==> src/rtl/fft_pkg.sv <==
// Shared types and helpers for the FFT pipeline control blocks.
package fft_pkg;

    typedef enum logic [2:0] {
        IDLE    = 3'd0,
        LOAD    = 3'd1,
        REORDER = 3'd2,
        COMPUTE = 3'd3,
        DRAIN   = 3'd4,
        DONE    = 3'd5
    } fft_ctrl_state_e;

    localparam int unsigned DefaultAddrWidth = 7;
    localparam int unsigned N = 1 << DefaultAddrWidth;

    // Counter width for values 0..n-1, never narrower than one bit.
    function automatic int unsigned idx_width(input int unsigned n);
        return (n > 1) ? $clog2(n) : 1;
    endfunction

endpackage

==> src/rtl/fft_stage_ctrl.sv <==
// Frame-level sequencer: load, bit-reversal reorder, butterfly passes, drain, done handshake.
// Owns the ping-pong bank select and the completed-frame counter.
module fft_stage_ctrl
    import fft_pkg::*;
#(
    parameter int unsigned AddrWidth   = DefaultAddrWidth,
    parameter int unsigned NumPasses   = 7,
    parameter int unsigned DrainCycles = 4
) (
    input  logic                                clk_i,
    input  logic                                rst_i,
    input  logic                                start_i,
    input  logic                                abort_i,
    input  logic                                in_valid_i,
    output logic                                in_ready_o,
    output logic [AddrWidth-1:0]                load_addr_o,
    output logic                                stage1_o,
    output logic                                reorder_start_o,
    input  logic                                fft_start_i,
    output logic                                pass_start_o,
    output logic [idx_width(NumPasses)-1:0]     pass_idx_o,
    input  logic                                pass_done_i,
    output logic                                done_o,
    input  logic                                out_ack_i,
    output logic                                busy_o,
    output logic                                bank_sel_o,
    output logic [7:0]                          frame_cnt_o,
    output logic                                err_o
);

    localparam int unsigned PassW  = idx_width(NumPasses);
    localparam int unsigned DrainW = idx_width(DrainCycles);
    localparam logic [PassW-1:0]  LastPass  = PassW'(NumPasses - 1);
    localparam logic [DrainW-1:0] LastDrain = DrainW'(DrainCycles - 1);

    fft_ctrl_state_e      state_q, state_d;
    logic [AddrWidth-1:0] load_addr_q, load_addr_d;
    logic [PassW-1:0]     pass_idx_q, pass_idx_d;
    logic [DrainW-1:0]    drain_cnt_q, drain_cnt_d;
    logic                 reorder_start_q, reorder_start_d;
    logic                 pass_start_q, pass_start_d;
    logic [7:0]           frame_cnt_q, frame_cnt_d;
    logic                 bank_sel_q, bank_sel_d;
    logic                 err_q, err_d;
    logic                 proto_err;

    assign proto_err = (start_i && state_q != IDLE)
                     || (fft_start_i && state_q != REORDER)
                     || (pass_done_i && state_q != COMPUTE)
                     || (out_ack_i && state_q != DONE);

    always_comb begin
        state_d         = state_q;
        load_addr_d     = load_addr_q;
        pass_idx_d      = pass_idx_q;
        drain_cnt_d     = drain_cnt_q;
        reorder_start_d = 1'b0;
        pass_start_d    = 1'b0;
        frame_cnt_d     = frame_cnt_q;
        bank_sel_d      = bank_sel_q;
        err_d           = err_q;

        if (abort_i) begin
            // Abort overrides every other input, including error capture.
            state_d     = IDLE;
            load_addr_d = '0;
            pass_idx_d  = '0;
            drain_cnt_d = '0;
        end else begin
            if (proto_err) err_d = 1'b1;
            unique case (state_q)
                IDLE: begin
                    if (start_i) begin
                        state_d     = LOAD;
                        load_addr_d = '0;
                        err_d       = 1'b0;
                    end
                end
                LOAD: begin
                    if (in_valid_i) begin
                        load_addr_d = load_addr_q + AddrWidth'(1);
                        if (load_addr_q == '1) begin
                            state_d         = REORDER;
                            reorder_start_d = 1'b1;
                        end
                    end
                end
                REORDER: begin
                    if (fft_start_i) begin
                        state_d      = COMPUTE;
                        pass_idx_d   = '0;
                        pass_start_d = 1'b1;
                    end
                end
                COMPUTE: begin
                    if (pass_done_i) begin
                        if (pass_idx_q == LastPass) begin
                            state_d     = DRAIN;
                            drain_cnt_d = '0;
                        end else begin
                            pass_idx_d   = pass_idx_q + PassW'(1);
                            pass_start_d = 1'b1;
                        end
                    end
                end
                DRAIN: begin
                    if (drain_cnt_q == LastDrain) state_d = DONE;
                    else drain_cnt_d = drain_cnt_q + DrainW'(1);
                end
                DONE: begin
                    if (out_ack_i) begin
                        state_d     = IDLE;
                        frame_cnt_d = frame_cnt_q + 8'd1;
                        bank_sel_d  = ~bank_sel_q;
                    end
                end
                default: state_d = IDLE;
            endcase
        end
    end

    always_ff @(posedge clk_i or posedge rst_i) begin
        if (rst_i) begin
            state_q         <= IDLE;
            load_addr_q     <= '0;
            pass_idx_q      <= '0;
            drain_cnt_q     <= '0;
            reorder_start_q <= 1'b0;
            pass_start_q    <= 1'b0;
            frame_cnt_q     <= 8'd0;
            bank_sel_q      <= 1'b0;
            err_q           <= 1'b0;
        end else begin
            state_q         <= state_d;
            load_addr_q     <= load_addr_d;
            pass_idx_q      <= pass_idx_d;
            drain_cnt_q     <= drain_cnt_d;
            reorder_start_q <= reorder_start_d;
            pass_start_q    <= pass_start_d;
            frame_cnt_q     <= frame_cnt_d;
            bank_sel_q      <= bank_sel_d;
            err_q           <= err_d;
        end
    end

    assign in_ready_o      = (state_q == LOAD);
    assign load_addr_o     = load_addr_q;
    assign stage1_o        = (state_q == REORDER);
    assign reorder_start_o = reorder_start_q;
    assign pass_start_o    = pass_start_q;
    assign pass_idx_o      = pass_idx_q;
    assign done_o          = (state_q == DONE);
    assign busy_o          = (state_q != IDLE);
    assign bank_sel_o      = bank_sel_q;
    assign frame_cnt_o     = frame_cnt_q;
    assign err_o           = err_q;

endmodule

==> config.mk <==
export PLATFORM = sky130hd
export DESIGN_NAME = fft_stage_ctrl
export DESIGN_NICKNAME = d
export VERILOG_FILES = /design/src/rtl/fft_pkg.sv /design/src/rtl/fft_stage_ctrl.sv
export SDC_FILE = /design/constraint.sdc
export NUM_CORES = 1
export LEC_CHECK = 0
export CAP_MARGIN = 20
export CORE_MARGIN = 1
export CORE_UTILIZATION = 53
export DETAILED_ROUTE_END_ITERATION = 12
export PLACE_DENSITY = 0.82
export SYNTH_ARGS = -nofsm -noshare
export SYNTH_HDL_FRONTEND = slang
export SYNTH_SLANG_ARGS = --single-unit
==> constraint.sdc <==
create_clock -name clk_i -period 2.6 [get_ports clk_i]
set_input_delay 0.52 -clock clk_i [delete_from_list [all_inputs] [get_ports clk_i]]
set_output_delay 0.52 -clock clk_i [all_outputs]
set_load 0.005 [all_outputs]
Word level (Yosys, flattened, before mapping)
Cells that the tools add are included.
{"block": "word_totals", "register_bits": 27, "latchBits": 0, "ram_bits": 0, "romBits": 0, "inputBits": 8, "output_inout_bits": 26, "wordCells": 89, "mem_count": 0}
{"block": "classes", "add_sub_neg": 4, "mul": 0, "n_div": 0, "order_cmp": 0, "n_eq_ne": 21, "shifts": 0, "mux": 36, "bitwise_logic": 2, "reduce_logical": 17}
{"op": "two-way mux 3 bit", "count": 13}
{"op": "inequality test 3 bit, second input constant", "count": 8}
{"op": "two-way mux 7 bit", "count": 3}
{"op": "case mux 3 bit (6 select lines)", "count": 1}
{"op": "inequality test 3 x 2 -> 1 bit, second input constant", "count": 5}
{"op": "case mux 7 bit (2 select lines)", "count": 1}
{"op": "nonzero test 3 bit", "count": 4}
{"op": "two-way mux 1 bit", "count": 11}
{"op": "equality test 3 bit, second input constant", "count": 3}
{"op": "adder 8 x 1 -> 8 bit, second input constant", "count": 1}
{"op": "two-way mux 2 bit", "count": 4}
{"op": "AND reduction 4 bit", "count": 2}
{"op": "AND reduction 8 bit", "count": 1}
{"op": "adder 7 x 1 -> 7 bit, second input constant", "count": 1}
{"op": "equality test 7 bit, second input constant", "count": 1}
{"op": "equality test 3 x 2 -> 1 bit, second input constant", "count": 2}
{"op": "case mux 3 bit (2 select lines)", "count": 1}
{"op": "AND reduction 3 bit", "count": 2}
{"op": "logical AND 1 bit", "count": 4}
{"op": "case mux 2 bit (2 select lines)", "count": 1}
{"op": "adder 3 x 1 -> 3 bit, second input constant", "count": 1}
{"op": "equality test 3 x 1 -> 1 bit, second input constant", "count": 1}
{"op": "logical NOT 3 bit", "count": 1}
{"op": "logical OR 1 bit", "count": 3}
{"op": "other kinds (4)", "count": 5}

Depth between registers and ports, before layout
Gate-level depths: netlist of run 1.
{"block": "depth", "ltp_word": 8, "mapped_depth": 7}

Least setup slack after synthesis of run 1
Ideal clock, no wire load.
{"block": "synth_path", "path_kind": "input-to-reg", "startpoint": "in abort_i", "endpoint": "reg state_q[0]", "setup_time_ns": 0.129, "arrival_ns": 1.640, "setup_slack_ns": 0.831, "path_stages": 5, "cell_sequence": "or4bb_1 > a31o_2 > nand4_2 > mux2i_1 > a31oi_1"}
{"block": "synth_via", "elab_chain_cells": 2, "elab_cells_between_ends": 10}
{"item": "from (decl)", "line": "fft_stage_ctrl.sv:13", "text": "input logic abort_i,"}
{"item": "inequality test 3 bit (no line) / inequality test 3 x 2 -> 1 bit (equally long branches)"}
{"item": "AND reduction 8 bit (no line)"}
{"item": "to (signal assigned)", "line": "fft_stage_ctrl.sv:134", "text": "state_q <= state_d;"}
{"item": "to (decl)", "line": "fft_stage_ctrl.sv:36", "text": "fft_ctrl_state_e state_q, state_d;"}
Parallel ways exist; a longest one is shown, timed or not.
A chain may end at the register's enable or synchronous reset.

Worst setup path in the final report of run 1
{"block": "layout_path", "startpoint": "reg state_q[0]", "endpoint": "out in_ready_o"}
{"block": "layout_via", "elab_chain_cells": 1}
{"item": "equality test 3 x 1 -> 1 bit", "line": "fft_stage_ctrl.sv:146", "text": "assign in_ready_o = (state_q == LOAD);"}
{"item": "to (decl)", "line": "fft_stage_ctrl.sv:15", "text": "output logic in_ready_o,"}
No other way between the ends.

==> flow_summary.json, run 1 <==
{
  "ys_async_sr_fraction_pct": 100,
  "synthesis.nets": 172,
  "fin_crit_sh_pct": 92.8,
  "power_frac_comb_pct": 12.9,
  "io_pins": 34,
  "tns_ps": 0,
  "ys_seq_elements": 27,
  "overflow": 0,
  "grt_antenna_before_repair": 0,
  "netlist_instances": 159,
  "end_kind": "output port",
  "postCtsHoldBufs": 0,
  "finalSetupViolCount": 0,
  "dp_worst_setup_slack_ps": 199,
  "crit_path_max_incr_delay_ps": 800,
  "layoutNonFillerInstCount": 222,
  "pwr-share-seq_pct": 61.4,
  "die-area_mm2": 0.00303,
  "grt_max_degree": 28,
  "ant_nets": 0,
  "required_ps": 2080,
  "rsz0062_at_grt": "false",
  "syn-mean-instance-area_um2": 9.40,
  "post-cts-setup-buffer-count": 0,
  "firstDrtPassIters": 4,
  "start_kind": "flip-flop",
  "htreeDepth": 1,
  "syn_area_mm2": 0.00149,
  "drt_iter0_markers": 23,
  "vias": 1254,
  "drc_errors": 0,
  "yosysUniqueCellTypes": 44,
  "synth_edf_count": 0,
  "p_clk_share_pct": 25.7,
  "p_leak_nw": 0.829,
  "report.final.slew_viol_count": 0,
  "hold_viol": 0,
  "cts_tree": "done",
  "finalClockSkew_ps": 18.9,
  "diodes": 0,
  "clock-sinks": 27,
  "ir_worst_vdd_mv": 0.414,
  "design_area_mm2": 0.00187,
  "worstPathCellList": "nor3b_1 -> clkdlybuf4s50_1",
  "yosys-top-cells-area": "dfrtp_1 (45%), nand2_1 (4.8%), nor2_1 (4.5%)",
  "power_density_mw_per_mm2": 384,
  "crit_buf_inv": 1,
  "place_congestion": 0.805,
  "yosysSeqAreaShare_pct": 45.2,
  "switching_share_pct": 25.5,
  "cts_buffers": 3,
  "vias_per_cell": 5.65,
  "drv_cap": 0,
  "crit_path_top_delay_cell": "dfrtp_1",
  "drive_above_1_share_pct": 7.29,
  "p_sw_mw": 0.184,
  "p_int_mw": 0.535,
  "final_nets": 206,
  "rows": 18,
  "critical-path-top-delay-family": "flip-flops",
  "avgRoutedWirePerCell_um": 13.7,
  "fp.dieW_um": 55.1,
  "routed_wl_um": 3050,
  "clockBufferDepth": 2,
  "fp.dieH_um": 55.1,
  "grt_pass1_vias": 1090,
  "insertion_delay_ps": 330,
  "synth_top_cell_by_area": "dfrtp_1",
  "clock-root-buffer": "clkbuf_4",
  "dp.cells": 218,
  "grtUsageTotal_pct": 22.0,
  "ys.warnings.count": 0,
  "post_cts_resized": 0,
  "outcome": "complete, no violations",
  "final.setup.worst_slack_ps": 188,
  "synthFlopType": "dfrtp_1",
  "worst-slew-pin-transition_ps": 673,
  "core_mm2": 0.00257,
  "crit_type": "reg -> out",
  "synth_top_area_share_pct": 45.2,
  "syn2layout_area_growth_pct": 25.3,
  "crit_fanout": 25,
  "placed_cell_area_mm2": 0.00184,
  "dp_hpwl_um": 2290,
  "fmax_mhz": 415,
  "worstPathArrival_ps": 1890,
  "grt_pass1_wl_um": 4770,
  "initial_utilization_pct": 58.2,
  "slew-limit-headroom_pct": 55.2,
  "timing.reg2reg.setup_slack_ps": 440,
  "numPortBuffers": 33,
  "min_path_type": "reg -> reg",
  "min_period_ps": 2410,
  "path_clk_slew_ps": 140,
  "whs_ps": 478
}
[flip-flops by register name (all words and copies together) (netlist names)]
name and flops:
frame_cnt_o 8, load_addr_o 7, pass_idx_o 3, state_q 3, drain_cnt_q 2, bank_sel_o 1, err_o 1, pass_start_o 1
reorder_start_o 1
[placed cells by master, fill, tap and decap left out, types with 3 or more instances in the layout]
cell / Yosys / routed
clkdlybuf4s50_1: 0 / 33
dfrtp_1: 27 / 27
nand2_1: 19 / 19
nor2_1: 18 / 18
o21ai_1: 8 / 8
o21ai_0: 8 / 8
xnor2_1: 6 / 6
inv_1: 5 / 5
ha_1: 5 / 5
and3_1: 4 / 4
nand2b_1: 4 / 4
o31ai_1: 4 / 4
buf_4: 0 / 4
a21oi_1: 3 / 3
a31oi_1: 3 / 3
or3_1: 3 / 3
nand4_1: 3 / 3
clkbuf_4: 0 / 3
[cell usage after synthesis, drive strengths merged (2+ instances only)]
master,count
or4,2
xor2,2
nand3,2
mux2,3
nand2b,5
and3,4
buf,6
inv,5
or3,3
nor2,18
nand2,19
a21oi,4
nor2b,2
nand4,4
dfrtp,27
nor3,2
xnor2,6
o31ai,4
ha,5
a31oi,3
o21ai,16
clkbuf,2
[area by class of cell]
class                   count  area, um^2
repair buffers             37         360
clock inverters             1        7.51
fillers                   210         696
flip-flops and latches     27         676
well taps                  30        37.5
clock buffers               3        22.5
inverters                   6        22.5
multi-input cells         118         746
[routing by layer]
layer  global-route usage, %  share of wire, %  vias to the layer above
met4                    6.67              0.43                        0
met3                    2.73               4.0                        2
li1                        -                 -                      631
met1                    26.6                45                      592
met5                       0                 0                        -
met2                    40.2                51                       29
[stage by stage]
step	power (mW)	util (%)
2_1_floorplan	0.500	-
3_3_place_gp	0.539	71.7
3_5_place_dp	0.543	71.7
4_1_cts	0.725	72.9
5_1_grt	0.749	72.9
6_report	0.719	72.9
[power groups by stage]
stage / combinational, mW / sequential, mW / clock [mW]
6_report: 0.0928 / 0.441 / 0.185
5_1_grt: 0.103 / 0.443 / 0.202
4_1_cts: 0.0942 / 0.441 / 0.190
3_5_place_dp: 0.0934 / 0.449 / 0
3_3_place_gp: 0.0908 / 0.449 / 0
2_1_floorplan: 0.0571 / 0.443 / 0
[path summary, 6_finish.rpt]
path	startpoint	endpoint	depth (start not counted)
worst min register to register	bank_sel_o$_DFFE_PP0P_	bank_sel_o$_DFFE_PP0P_	1
worst max register to register	state_q[0]$_DFFE_PP0P_	state_q[0]$_DFFE_PP0P_	5
worst max-delay path	state_q[0]$_DFFE_PP0P_	in_ready_o	2
max in group asynchronous	rst_i	load_addr_o[5]$_DFFE_PP0P_	3
worst min-delay path	bank_sel_o$_DFFE_PP0P_	bank_sel_o$_DFFE_PP0P_	1
min in group asynchronous	rst_i	pass_start_o$_DFF_PP0_	3
[cells by family after synthesis]
logic type	share of synthesized area, %
mux	3.18
buf+inv	4.86
simple gates	23.5
flops	45.2
fa+ha+maj	4.19
compound gates	14.4
xor+xnor	4.69
(Power assumes the default switching activity.)
==> run 2: changes to the inputs <==
--- a/config.mk
+++ b/config.mk
@@ -7,5 +7,6 @@
 export LEC_CHECK = 0
+export ABC_AREA = 1
 export CAP_MARGIN = 20
 export CORE_MARGIN = 1
-export CORE_UTILIZATION = 53
+export CORE_UTILIZATION = 54
 export DETAILED_ROUTE_END_ITERATION = 12
--- a/constraint.sdc
+++ b/constraint.sdc
@@ -3,2 +3,2 @@
 set_output_delay 0.52 -clock clk_i [all_outputs]
-set_load 0.005 [all_outputs]
+set_load 0.1 [all_outputs]
==> flow_summary.json, run 2 <==
{
  "hold_viol": 0,
  "final.setup.worst_slack_ps": 452,
  "crit_fanout": 7,
  "diodes": 0,
  "io_pins": 34,
  "path_clk_slew_ps": 140,
  "yosysSeqAreaShare_pct": 43.3,
  "syn_area_mm2": 0.00156,
  "fp.dieW_um": 55.8,
  "clock-root-buffer": "clkbuf_4",
  "ir_worst_vdd_mv": 0.720,
  "avgRoutedWirePerCell_um": 12.4,
  "final_nets": 246,
  "grt_pass1_vias": 1344,
  "whs_ps": 488,
  "fillerInstances": 227,
  "final_cell_mix": "nand2_1 (50), dfrtp_1 (27), buf_4 (27)",
  "drt_iter0_markers": 68,
  "p_leak_nw": 0.989,
  "seq_area_um2": 676,
  "synth_top_cell_by_area": "dfrtp_1",
  "die-area_mm2": 0.00311,
  "vias": 1426,
  "placed_cell_area_mm2": 0.00186,
  "yosysUniqueCellTypes": 29,
  "crit_path_top_delay_cell": "dfrtp_1",
  "crit_path_max_incr_delay_ps": 500,
  "synth.most_common_cell": "nand2_1",
  "layoutNonFillerInstCount": 263,
  "firstDrtPassIters": 4,
  "grt_antenna_before_repair": 0,
  "largest_reg_flops": 8,
  "ant_nets": 0,
  "synth_commonest_cells": "nand2_1 (50), dfrtp_1 (27), inv_1 (23)",
  "core_mm2": 0.00276,
  "post-cts-setup-buffer-count": 0,
  "dp.cells": 259,
  "post_cts_resized": 0,
  "worstPathArrival_ps": 1630,
  "use_met1_pct": 29.8,
  "clockBufferDepth": 2,
  "fmax_mhz": 466,
  "clock-sinks": 27,
  "power_density_mw_per_mm2": 860,
  "crit_type": "reg -> out",
  "tns_ps": 0,
  "place_congestion": 0.934,
  "cts_tree": "done",
  "fin_crit_sh_pct": 82.6,
  "outcome": "complete, no violations",
  "synthesis.nets": 209,
  "top_usage_layer": "met2",
  "syn2layout_area_growth_pct": 20.8,
  "grt_use_met2_pct": 38.7,
  "grt_use_met3_pct": 2.56,
  "overflow": 0,
  "worst-slew-pin-transition_ps": 361,
  "synth_top_area_share_pct": 43.3,
  "final_common_cell": "nand2_1",
  "grt_pass1_wl_um": 5650,
  "crit_buf_inv": 2,
  "required_ps": 2080,
  "yosys-top-cells-area": "dfrtp_1 (43%), nand2_1 (12%), nand3_1 (6.1%)",
  "dp_worst_setup_slack_ps": 346,
  "grt_max_degree": 28,
  "design_area_mm2": 0.00189,
  "insertion_delay_ps": 320,
  "netlist_instances": 196,
  "synth_edf_count": 0,
  "end_kind": "output port",
  "fp.dieH_um": 55.8,
  "drc_errors": 0,
  "synthFlopType": "dfrtp_1",
  "report.final.slew_viol_count": 0,
  "multi_input_area_um2": 779,
  "grtUsageTotal_pct": 22.5,
  "start_kind": "flip-flop",
  "finalSetupViolCount": 0,
  "dp_hpwl_um": 2500,
  "rsz0062_at_grt": "false",
  "htreeDepth": 1,
  "drv_cap": 0,
  "slew-limit-headroom_pct": 76.0,
  "cts_buffers": 3,
  "ys.warnings.count": 0,
  "ys_async_sr_fraction_pct": 100,
  "routed_wl_um": 3260,
  "critical-path-top-delay-family": "flip-flops",
  "drive_above_1_share_pct": 20.3,
  "ys_seq_elements": 27,
  "min_path_type": "reg -> reg",
  "min_period_ps": 2150,
  "worstPathCellList": "nor2_2 -> nand2_2 -> inv_1 -> buf_4",
  "rows": 19,
  "vias_per_cell": 5.42,
  "initial_utilization_pct": 56.6,
  "numPortBuffers": 33,
  "finalClockSkew_ps": 3.87,
  "postCtsHoldBufs": 0,
  "syn-mean-instance-area_um2": 7.97
}
[run 2: changes by cell type in the layout (fill, tap and decap cells not counted), sizes merged, moves of 4 or more]
cell | previous run | this run
nand2 | 19 | 53
clkdlybuf4s50 | 33 | 7
buf | 4 | 27
inv | 5 | 25
nand3 | 2 | 21
nand2b | 5 | 0
nand4 | 4 | 8
[run 2: final timing paths]
kind / start / to / slack, ps / depth (start not counted)
setup / recovery: state_q[2]$_DFFE_PP0P_ / in_ready_o / 450 / 4
hold / removal: bank_sel_o$_DFFE_PP0P_ / bank_sel_o$_DFFE_PP0P_ / 490 / 1
setup reg to reg: load_addr_o[0]$_DFFE_PP0P_ / state_q[0]$_DFFE_PP0P_ / 1010 / 10
hold reg to reg: bank_sel_o$_DFFE_PP0P_ / bank_sel_o$_DFFE_PP0P_ / 490 / 1
max in group asynchronous: rst_i / state_q[0]$_DFFE_PP0P_ / 1810 / 3
min in group asynchronous: rst_i / load_addr_o[6]$_DFFE_PP0P_ / 540 / 3
[run 2: logic make-up (layout without fill, tap and decap cells)]
group                    count (synthesis)  in the layout  synth area share, %
AO/OA/AOI/OAI                           20             20                 6.57
XOR/XNOR                                 8              8                 4.49
adder cells (fa/ha/maj)                  5              5                 4.01
buffers and inverters                   27             63                 6.81
flip-flops                              27             27                 43.3
multiplexers                             1              1                0.721
AND/OR/NAND/NOR                        108            108                 34.1
[run 2: where the power goes]
part	total, mW	switching (mW)	internal (mW)
Clock	0.183	0.123	0.0601
Combinational	0.886	0.702	0.184
Sequential	0.555	0.0810	0.474
Total	1.62	0.906	0.718
[run 2: metrics by stage]
stage | utilization [%] | power [mW]
floorplan | - | 1.26
global placement | 67.5 | 1.43
detailed placement | 67.5 | 1.44
CTS | 68.4 | 1.62
global route | 68.4 | 1.70
finish | 68.4 | 1.62
[run 2: worst reg2reg max path, stage by stage, from the launching register on]
cell and delay (ps):
dfrtp_1 450, ha_1 220, nand3_1 120, inv_1 90
nand2_1 80, nand2_1 80, nand2_1 60, nor2_2 160
nand2_1 100, nand2_1 70, nand2_1 70
[run 2: cell type report]
type	count	area share, %
Sequential cell	27	35.8
Inverter	25	4.97
Tap cell	31	2.06
Clock buffer	4	1.39
Multi-Input combinational cell	142	41.3
Timing Repair Buffer	34	14.5
[run 2: metal layers]
metal | routed length [um] | vias up
met3 | 129 | 5
met4 | 43 | 0
met5 | 0 | -
met2 | 1590 | 38
met1 | 1490 | 674
li1 | - | 709
